<file path="config.mk">
export PLATFORM = sky130hd
export DESIGN_NAME = wfi_ctrl
export DESIGN_NICKNAME = d
export VERILOG_FILES = /design/src/rtl/wfi_ctrl_pkg.sv /design/src/rtl/wfi_ctrl.sv
export SDC_FILE = /design/constraint.sdc
export NUM_CORES = 1
export LEC_CHECK = 0
export ABC_AREA = 1
export BUFFER_PORTS_ARGS = -buffer_cell sky130_fd_sc_hd__clkbuf_2
export CELL_PAD_IN_SITES_DETAIL_PLACEMENT = 2
export CELL_PAD_IN_SITES_GLOBAL_PLACEMENT = 2
export CORE_UTILIZATION = 29
export CTS_BUF_LIST = sky130_fd_sc_hd__clkbuf_4 sky130_fd_sc_hd__clkbuf_8
export DETAILED_ROUTE_END_ITERATION = 10
export GPL_ROUTABILITY_DRIVEN = 0
export HOLD_SLACK_MARGIN = 0.08
export PLACE_DENSITY = 0.79
export SLEW_MARGIN = 20
export SYNTH_ARGS = -nofsm -noshare
export SYNTH_HDL_FRONTEND = slang
export SYNTH_SLANG_ARGS = --single-unit
</file>
<file path="constraint.sdc">
create_clock -name clk -period 1.4 [get_ports clk]
set_input_delay 0.21 -clock clk [delete_from_list [all_inputs] [get_ports clk]]
set_output_delay 0.21 -clock clk [all_outputs]
set_load 0.005 [all_outputs]
</file>
<file path="src/rtl/wfi_ctrl_pkg.sv">
// Shared WFI sequencing types and privilege encodings.
// The trace monitor decodes wfistate_t, so keep the enum order stable.
package wfi_ctrl_pkg;

  typedef enum logic [2:0] {
    IDLE    = 3'd0,
    DRAIN   = 3'd1,
    SLEEP   = 3'd2,
    WAKE    = 3'd3,
    TIMEOUT = 3'd4
  } wfistate_t;

  localparam logic [1:0] PRIV_U = 2'b00;
  localparam logic [1:0] PRIV_S = 2'b01;
  localparam logic [1:0] PRIV_M = 2'b11;

  // TW forces a timeout outside M mode; with S-mode present, U-mode WFI always times out.
  function automatic logic timeoutEnable(input logic uSup, input logic sSup,
                                         input logic tw, input logic [1:0] priv);
    return uSup & ((tw & (priv != PRIV_M)) | (sSup & (priv == PRIV_U)));
  endfunction

endpackage

</file>
<file path="src/rtl/wfi_ctrl.sv">
// WFI sequencer in the M stage: drains memory traffic, sleeps until an interrupt
// is pending or the TW/U-mode timeout expires, then retires as a nop or traps.
module wfi_ctrl
  import wfi_ctrl_pkg::*;
#(
  parameter int WFI_TIMEOUT_BIT = 16,
  parameter bit U_SUPPORTED     = 1'b1,
  parameter bit S_SUPPORTED     = 1'b1
) (
  input  logic       clk,
  input  logic       reset,
  input  logic       wfiM,
  input  logic       StallM,
  input  logic       FlushM,
  input  logic       PendingIntsM,
  input  logic       LSUBusyM,
  input  logic [1:0] PrivilegeModeW,
  input  logic       STATUS_TW,
  output logic       WFIStallM,
  output logic       SleepM,
  output logic       WFITimeoutM,
  output logic       WFIDoneM
);

  wfistate_t state, nextState;
  logic      waiting;
  logic      cntMsb;
  logic      toEn;

  assign waiting = (state == DRAIN) | (state == SLEEP);
  assign toEn    = timeoutEnable(U_SUPPORTED, S_SUPPORTED, STATUS_TW, PrivilegeModeW);

  // Saturating wait counter; without U mode there is no timeout and no counter.
  generate
    if (U_SUPPORTED) begin : gCnt
      localparam logic [WFI_TIMEOUT_BIT:0] CNT_ONE = 1;
      logic [WFI_TIMEOUT_BIT:0] cnt;

      always_ff @(posedge clk) begin
        if (reset || state == IDLE)
          cnt <= '0;
        else if (waiting && !cnt[WFI_TIMEOUT_BIT])
          cnt <= cnt + CNT_ONE;
      end

      assign cntMsb = cnt[WFI_TIMEOUT_BIT];
    end else begin : gNoCnt
      assign cntMsb = 1'b0;
    end
  endgenerate

  always_ff @(posedge clk) begin
    if (reset) state <= IDLE;
    else       state <= nextState;
  end

  always_comb begin
    nextState   = state;
    WFIStallM   = 1'b0;
    SleepM      = 1'b0;
    WFITimeoutM = 1'b0;
    WFIDoneM    = 1'b0;

    case (state)
      IDLE: begin
        WFIStallM = wfiM & ~PendingIntsM & ~FlushM;
        WFIDoneM  = wfiM & PendingIntsM & ~FlushM & ~StallM;
        if (wfiM && !PendingIntsM && !FlushM) nextState = DRAIN;
      end
      DRAIN: begin
        WFIStallM = 1'b1;
        if      (FlushM)          nextState = IDLE;
        else if (PendingIntsM)    nextState = WAKE;
        else if (toEn && cntMsb)  nextState = TIMEOUT;
        else if (!LSUBusyM)       nextState = SLEEP;
      end
      SLEEP: begin
        WFIStallM = 1'b1;
        SleepM    = 1'b1;
        if      (FlushM)          nextState = IDLE;
        else if (PendingIntsM)    nextState = WAKE;
        else if (toEn && cntMsb)  nextState = TIMEOUT;
      end
      WAKE: begin
        // Holding here while stalled keeps the still-asserted wfiM from re-entering DRAIN.
        WFIDoneM = ~StallM & ~FlushM;
        if      (FlushM) nextState = IDLE;
        else if (!StallM) nextState = IDLE;
      end
      TIMEOUT: begin
        WFITimeoutM = ~FlushM;
        nextState   = IDLE;
      end
      default: nextState = IDLE;
    endcase

    if (reset) begin
      nextState   = IDLE;
      WFIStallM   = 1'b0;
      SleepM      = 1'b0;
      WFITimeoutM = 1'b0;
      WFIDoneM    = 1'b0;
    end
  end

endmodule

</file>
==> metrics.md, run 1 <==
| Metric | Value |
|---|---|
| Synth warnings | 0 |
| Number of synthesized flops with an enable pin | 0 |
| Final Skew | just over 0.003 ns |
| Unrepaired setup endpoints after global routing | true |
| Synth Register Bits | 20 |
| Clock Power Share | 0.400 |
| CP delay by family, top | simple AND/OR/NAND/NOR gates |
| Cells along the critical path | nand3b_1, nand2_4, buf_12, buf_4, nand4_1, nor2_1, nor2_1, nor2_1 |
| R2R depth | 8 |
| Clk buf depth | 2 |
| NetSw | roughly 420 uW |
| Arrival time at the worst endpoint | roughly 1.8 ns |
| Area of the multi-input gates | about 0.0010 sq mm |
| Starting Density | 0.303 |
| Critical path class | register to register |
| Hold path cells | 2 |
| Fillers | 440 |
| WL final | 7830 um |
| Failing checks | setup timing |
| Final Critical Period | roughly 1.6 ns |
| Fmax | between 600 and 700 MHz |
| Routed wl met3 | 396 um |
| Top FF cell, synth | dfxtp_1 |
| Critical path launch point type | register |
| Worst path slowest cell | dfxtp_4 |
| Detailed Route Iter0 Violations | 113 |
| Mapped Cells | about 200 |
| Routed wl met2 | about 3900 um |
| CORE AREA | approximately 0.0040 sq mm |
| Leak | a little under 0.0008 uW |
| Uppermost layer routed | met4 |
| Fin. Hold Viols | 0 |
| Total Nets Final | 262 |
| GRT Overall Usage | 0.304 |
| Hold Path Class | input pin to register |
| Synth Cell Area | ~0.0012 sq mm |
| Metal-1 WL | 3230 um |
| Max Slew Vio Count | 0 |
| Wire length per cell | 26.1 um |
| Initial antenna violation count | 0 |
| Final WS setup | -0.196 ns |
| Die Span X | between 60 and 70 um |
| Synth top area share | 0.328 |
| Area delta synth->final | 75.0% |
| Vias in the first global route | roughly 1800 |
| Ant. Diodes | 0 |
| IO Port Bufs | 13 |
| Core Rows | 23 |
| Htree depth | 1 |
| Most common cell in the synthesized netlist | nand2_1 |
| Final Setup Violations | 21 |
| Sequential area share after synthesis | 0.328 |
| Synth unique cells | 26 |
| Total clock sinks | 20 |
| Fin Hold WS | 0.329 ns |
| Largest area contributor in the netlist | dfxtp_1 |
| CTS tree | built |
| Combinational power share | 0.221 |
| Detailed Place HPWL | between 3000 and 4000 um |
| Hold buffer count at CTS | 0 |
| Int Power | between 1000 and 1500 uW |
| Largest net degree at the start of global routing | 13 |
| Layout cells sized above 1 | 0.552 |
| P per Cell Area | roughly 710 mW/mm^2 |
| Total grt overflow | 0 |
| Buffer type at the clock tree root | clkbuf_8 |
| IO Count | 14 |
| Mapped Avg Cell Area | 6.22 sq um |
| Latest clock arrival within the worst-skew pair | ~0.27 ns |
| FF+latch area | slightly above 400 sq um |
| Synth top area cells | dfxtp_1 (33%), nand2_1 (15%), nor2_1 (12%) |
| Crit path top cell by count | nor2_1 |
| Mapped Nets | between 200 and 250 |
| Switching part of the total | 0.276 |
| Outcome | finished, violations left |
| Slew Limit Headroom | 0.743 |
| Die height | between 60 and 70 um |
| Clock transition at path regs | approximately 0.080 ns |
| Top cells by count, synth | nand2_1 (50), nor2_1 (38), inv_1 (22), dfxtp_1 (20), nand3_1 (15) |
| Crit-path max FO | 5 |
| MaxCap Viol Count | 0 |
| Antenna viol nets, final | 0 |
| First-pass GRT wire length | 9580 um |
| Crit path depth | 8 |
| Drt drc | 0 |
| Critical Path RT | 1.61 ns |
| CP max stage delay | 0.38 ns |
| Worst Tran Pin Value | between 0.3 and 0.4 ns |
| IR drop worst, VDD | between 300 and 400 uV |
| Setup TNS | -1.95 ns |
| Flop pwr share | 0.379 |
| Setup crit end kind | register |
| Fin crit share | 1.14 |
| WP buf/inv | 2 |
| Via/cell ratio | around 5.6 |
| CTS buffer count | 3 |
| Synth async-reset ratio | 0 |
| Initial DRT Pass Iterations | 4 |
| Via count | about 1700 |
| DIE AREA | ~0.0045 sq mm |
## placed cells by master (no fill, tap or decap), types with 6 or more instances in the layout
cell type / count
nor2_2: 6
nor2_4: 10
nand2_1: 28
a21oi_2: 8
buf_4: 26
nand2_4: 7
nand2_2: 16
dfxtp_1: 15
nand3_2: 10
inv_1: 19
nor2_1: 24
buf_6: 11
clkbuf_2: 10
nand4_1: 6
## registers in the layout, indices dropped and copies added, names as in the netlist
signal    flops
gCnt.cnt     17
state         3
## routing by layer
layer,vias up,track usage
met2,74,0.568
met4,0,0.125
met5,-,0
met3,30,0.0428
met1,825,0.337
li1,746,-
## layout make-up
cell class,instances,share of cell area
multi-input cells,150,0.491
clock inverters,1,0.0141
repair buffers,53,0.206
well taps,50,0.0293
clock buffers,3,0.0193
inverters,23,0.0475
flip-flops and latches,20,0.193
## worst reg2reg max path, delay by kind of cell, from the launching register on
| family | cells | cell delay (ns) |
|---|---|---|
| DFF | 1 | 0.38 |
| buffers and inverters | 2 | 0.23 |
| and+or+nand+nor | 6 | 0.93 |
## final timing paths
kind	start	end	slack, ns
worst max-delay path	state[1]	gCnt.cnt[14]	-0.20
worst min-delay path	reset	state[0]	0.33
worst max register to register	state[1]	gCnt.cnt[14]	-0.20
worst min register to register	gCnt.cnt[0]	gCnt.cnt[0]	0.49
## power by group through the flow
stage                     clock network [uW]  logic [uW]  registers (uW)
final                                    608         335             575
after global routing                     634         352             575
after CTS                                609         234             575
after detailed placement                   0         159             589
after global placement                     0         147             588
after floorplan                            0        83.1             588
## stage by stage
stage,total power (uW),cell area (sq um),setup slack (ns),instances,utilization
3_5_place_dp,747,1480,-0.122,277,0.366
6_report,1520,2130,-0.196,300,0.530
4_1_cts,1420,1790,-0.117,291,0.444
2_1_floorplan,671,1220,0.0460,196,-
5_1_grt,1560,2130,-0.260,300,0.530
3_3_place_gp,735,1480,-0.0212,277,0.366
## cell families after synthesis
| family | synth area share |
|---|---|
| AOI/OAI and AO/OA | 0.115 |
| buffers and inverters | 0.0944 |
| DFF | 0.328 |
| and+or+nand+nor | 0.452 |
| adders and majority gates | 0.0103 |
## what timing repair did
item                                    CTS  global route
resized for setup                        49            78
pin swaps                                11            25
cloned                                    1             0
buffers inserted                         10            10
endpoints found under the setup margin   21            24
Power figures use the tool's default switching activity.
==> run 2: changes to the inputs <==
--- a/config.mk
+++ b/config.mk
@@ -5,16 +5,15 @@
 export SDC_FILE = /design/constraint.sdc
 export NUM_CORES = 1
 export LEC_CHECK = 0
-export ABC_AREA = 1
 export BUFFER_PORTS_ARGS = -buffer_cell sky130_fd_sc_hd__clkbuf_2
 export CELL_PAD_IN_SITES_DETAIL_PLACEMENT = 2
 export CELL_PAD_IN_SITES_GLOBAL_PLACEMENT = 2
-export CORE_UTILIZATION = 29
+export CORE_UTILIZATION = 36
 export CTS_BUF_LIST = sky130_fd_sc_hd__clkbuf_4 sky130_fd_sc_hd__clkbuf_8
 export DETAILED_ROUTE_END_ITERATION = 10
-export GPL_ROUTABILITY_DRIVEN = 0
+export GPL_ROUTABILITY_DRIVEN = 1
 export HOLD_SLACK_MARGIN = 0.08
-export PLACE_DENSITY = 0.79
+export PLACE_DENSITY = 0.83
 export SLEW_MARGIN = 20
 export SYNTH_ARGS = -nofsm -noshare
 export SYNTH_HDL_FRONTEND = slang
==> constraint.sdc (replaced) <==
create_clock -name clk -period 1.83 [get_ports clk]
set_input_delay 0.2745 -clock clk [delete_from_list [all_inputs] [get_ports clk]]
set_output_delay 0.2745 -clock clk [all_outputs]
set_load 0.005 [all_outputs]
==> run 2 against run 1 <==
The flow now finishes without violations. First-iteration DRC count decreased by 44%. Total power decreased by 36%. Sequential power decreased by 15%. Non-clock buffer count decreased by 34. Utilization decreased by 8.7 points. Critical path depth decreased by 3. Global-route usage decreased by 10 points. Clock skew decreased by 0.0016 ns. Die area decreased by 23%. Critical endpoint is now WFIDoneM. Largest cell class unchanged.
==> metrics.md, run 2 <==
| Metric | Value |
|---|---|
| Clock transition at path regs | 0.11 ns (was 0.08 ns) |
| Mapped Nets | 149 (was 207) |
| Int Power | 647 uW (was 1100 uW) |
| Final core utilization | 0.443 (was 0.530) |
| Crit-path max FO | 9 (was 5) |
| GRT Overall Usage | 0.203 (was 0.304) |
| Drt drc | 0 (unchanged) |
| Commonest non-fill, non-tap cell in the layout | dfxtp_1 (was nand2_1) |
| Initial DRT Pass Iterations | 4 (unchanged) |
| Final instance area | 0.00135 sq mm (was 0.00213 sq mm) |
| First-pass GRT wire length | 5400 um (was 9580 um) |
| Total Nets Final | 165 (was 262) |
| Mapped Avg Cell Area | 8.41 sq um (was 6.22 sq um) |
| IO Count | 14 (unchanged) |
| Critical Path RT | 1.56 ns (was 1.61 ns) |
| Outcome | finished, final reports clean (was finished, violations left) |
| CP max stage delay | 0.38 ns (about the same) |
| Die Span X | 58.8 um (was 66.9 um) |
| Number of synthesized flops with an enable pin | 0 (unchanged) |
| Worst Tran Pin Value | 0.583 ns (was 0.383 ns) |
| Fin. Hold Viols | 0 (unchanged) |
| Setup TNS | 0 ns (was -1.95 ns) |
| Routability cong. | roughly 0.72 |
| Worst path slowest cell | dfxtp_4 (unchanged) |
| Buffer type at the clock tree root | clkbuf_4 (was clkbuf_8) |
| Vias in the first global route | 1218 (was 1778) |
| Via/cell ratio | 5.72 (was 5.58) |
| Combinational power share | 0.282 (was 0.221) |
| Reg with most FFs | gCnt.cnt (unchanged) |
| Detailed Route Iter0 Violations | 63 (was 113) |
| Synth top area share | 0.345 (was 0.328) |
| Flop-to-flop setup slack | 0.12 ns (was -0.20 ns) |
| Placed cell area | 0.00128 sq mm (was 0.00148 sq mm) |
| MaxCap Viol Count | 0 (unchanged) |
| Fin crit share | 0.953 |
| Top cells by count, synth | dfxtp_1 (20), a21oi_1 (11), nor2_1 (10), nand2_1 (8) (was nand2_1 (50), nor2_1 (38), inv_1 (22), dfxtp_1 (20), nand3_1 (15)) |
| Final Setup Violations | 0 (was 21) |
| Hold Path Class | input pin to register (unchanged) |
| Sequential area share after synthesis | 0.345 (was 0.328) |
| Largest register FFs | 17 (unchanged) |
| Synth unique cells | 44 (was 26) |
| Hold buffer count at CTS | 0 (unchanged) |
| Mapped Cells | 138 (was 196) |
| Crit. Startpoint | state[1] (unchanged) |
| Clock Power Share | 0.216 (was 0.400) |
| Unrepaired setup endpoints after global routing | true (unchanged) |
| Antenna viol nets, final | 0 (unchanged) |
| Latest clock arrival within the worst-skew pair | 0.30 ns (was 0.27 ns) |
| Tot Pwr | 976 uW (was 1520 uW) |
| CORE AREA | 0.00305 sq mm (was 0.00403 sq mm) |
| Wire length per cell | 16.5 um (was 26.1 um) |
| Top FF cell, synth | dfxtp_1 (unchanged) |
| IO Port Bufs | 13 (unchanged) |
| Switching part of the total | 0.337 (was 0.276) |
| Total clock sinks | 20 (unchanged) |
| Starting Density | 0.380 (was 0.303) |
| Total grt overflow | 0 (unchanged) |
| CTS buffer count | 3 (unchanged) |
| Fin Hold WS | 0.424 ns (was 0.329 ns) |
| IR drop worst, VDD | 220 uV (was 356 uV) |
| Critical path class | register to output port (was register to register) |
| WL final | 3240 um (was 7830 um) |
| Htree depth | 1 (unchanged) |
| Cells along the critical path | buf_8, nor2_4, a31oi_2, nor4b_1, buf_2 (was nand3b_1, nand2_4, buf_12, buf_4, nand4_1, nor2_1, nor2_1, nor2_1) |
| Arrival time at the worst endpoint | 1.47 ns (was 1.81 ns) |
| Clk buf depth | 2 (unchanged) |
| Synth top area cells | dfxtp_1 (34%), a21oi_1 (4.7%), nor2_1 (3.2%) (was dfxtp_1 (33%), nand2_1 (15%), nor2_1 (12%)) |
| FF-to-FF End | gCnt.cnt[14] (unchanged) |
| Final Critical Period | 1.74 ns |
| Via count | 1122 (was 1675) |
| Flop pwr share | 0.503 (was 0.379) |
| Ant. Diodes | 0 (unchanged) |
| CP endpoint | WFIDoneM (was gCnt.cnt[14]) |
| Commonest non-fill, non-tap cells in the layout | dfxtp_1 (18), clkbuf_2 (12), a21oi_1 (11) (was nand2_1 (28), buf_4 (26), nor2_1 (24)) |
| Reg2reg start | gCnt.cnt[0] (was state[1]) |
| NetSw | 329 uW (was 418 uW) |
| Largest area contributor in the netlist | dfxtp_1 (unchanged) |
| Max Slew Vio Count | 0 (unchanged) |
| Die height | 58.8 um (was 66.9 um) |
| Core Rows | 20 (was 23) |
| Detailed Place HPWL | 2350 um (was 3460 um) |
| Largest net degree at the start of global routing | 16 (was 13) |
| Synth async-reset ratio | 0 (unchanged) |
| Area delta synth->final | 16.4% (was 75.0%) |
| CTS tree | built (unchanged) |
| Fmax | 574 MHz |
| P per Cell Area | 723 mW/mm^2 (was 711 mW/mm^2) |
| Critical path launch point type | register (unchanged) |
| Most common cell in the synthesized netlist | dfxtp_1 (was nand2_1) |
| Layout cells sized above 1 | 0.224 (was 0.552) |
| R2R depth | 5 (was 8) |
| DIE AREA | 0.00346 sq mm (was 0.00447 sq mm) |
| Final Skew | 0.00154 ns (was 0.00309 ns) |
| Synth Cell Area | 0.00116 sq mm (was 0.00122 sq mm) |
| Biggest regs | gCnt.cnt x17, state x3 (unchanged) |
| Setup crit end kind | output port (was register) |
| Leak | 0.000439 uW (was 0.000789 uW) |
| Initial antenna violation count | 0 (unchanged) |
| Slew Limit Headroom | 0.607 (was 0.743) |
| Synth Register Bits | 20 (unchanged) |
| Synth warnings | 0 (unchanged) |
-- run 2: cell types whose count changed in the layout (fill, tap and decap cells not counted), moves of 7 or more --
cell,before,now
buf_6,11,0
nand2_1,28,8
a21oi_1,4,11
inv_1,19,3
nor2_1,24,9
a21oi_2,8,0
nor2_4,10,1
buf_4,26,4
nand2_2,16,0
nand2_4,7,0
nand3_2,10,0
-- run 2: through the flow --
stage	worst slack (ns)	instances
global placement	0.152	193
floorplan	0.171	138
global route	-0.0192	196
CTS	0.0104	196
detailed placement	0.121	193
finish	0.0868	196
-- run 2: worst min path at each step --
stage	from	depth (start not counted)	end	slack, ns
2_1_floorplan	gCnt.cnt[13]	2	gCnt.cnt[13]	0.45
3_3_place_gp	gCnt.cnt[13]	2	gCnt.cnt[13]	0.46
3_5_place_dp	gCnt.cnt[14]	2	gCnt.cnt[14]	0.49
4_1_cts	PendingIntsM	4	state[2]	0.41
5_1_grt	PendingIntsM	4	state[2]	0.44
6_report	PendingIntsM	4	state[2]	0.42
-- run 2: cells by family (layout without fill, tap and decap cells) --
logic type	after synthesis	after routing	synth area share
XOR/XNOR	6	6	0.0614
AND/OR/NAND/NOR	64	64	0.333
AO/OA/AOI/OAI	36	36	0.205
flip-flops	20	20	0.345
adder cells (fa/ha/maj)	1	1	0.0108
buffers and inverters	11	25	0.0453
-- run 2: final cells by class --
type	count	area, sq um
clock buffers	3	22.5
fillers	360	1700
inverters	3	11.3
multi-input cells	107	724
flip-flops and latches	20	408
well taps	44	55.1
repair buffers	19	130
-- run 2: critical path, delay by kind of cell (launching register included) --
family	cells	cell delay, ns
buffers and inverters	2	0.30
AO/OA/AOI/OAI	1	0.11
flip-flops	1	0.38
AND/OR/NAND/NOR	2	0.38
-- run 2: routing by layer --
layer / global-route usage / share of wire / routed length (um)
met5: 0 / 0 / 0
met1: 0.234 / 0.43 / 1390
met3: 0.0132 / 0.016 / 53
met4: 0.0816 / 0.015 / 48
met2: 0.386 / 0.54 / 1740
-- run 2: power by group through the flow --
stage                     combinational [uW]  clock [uW]  sequential (uW)
final                                    275         211              491
after global routing                     303         235              496
after CTS                                279         220              473
after detailed placement                 273           0              478
after global placement                   256           0              477
after floorplan                          218           0              464
-- run 2: timing repair --
item                                    CTS  global route
gates resized for setup                   5             6
cloned                                    0             0
setup buffers                             0             1
endpoints found under the setup margin    2             6
pin swaps                                 0             1
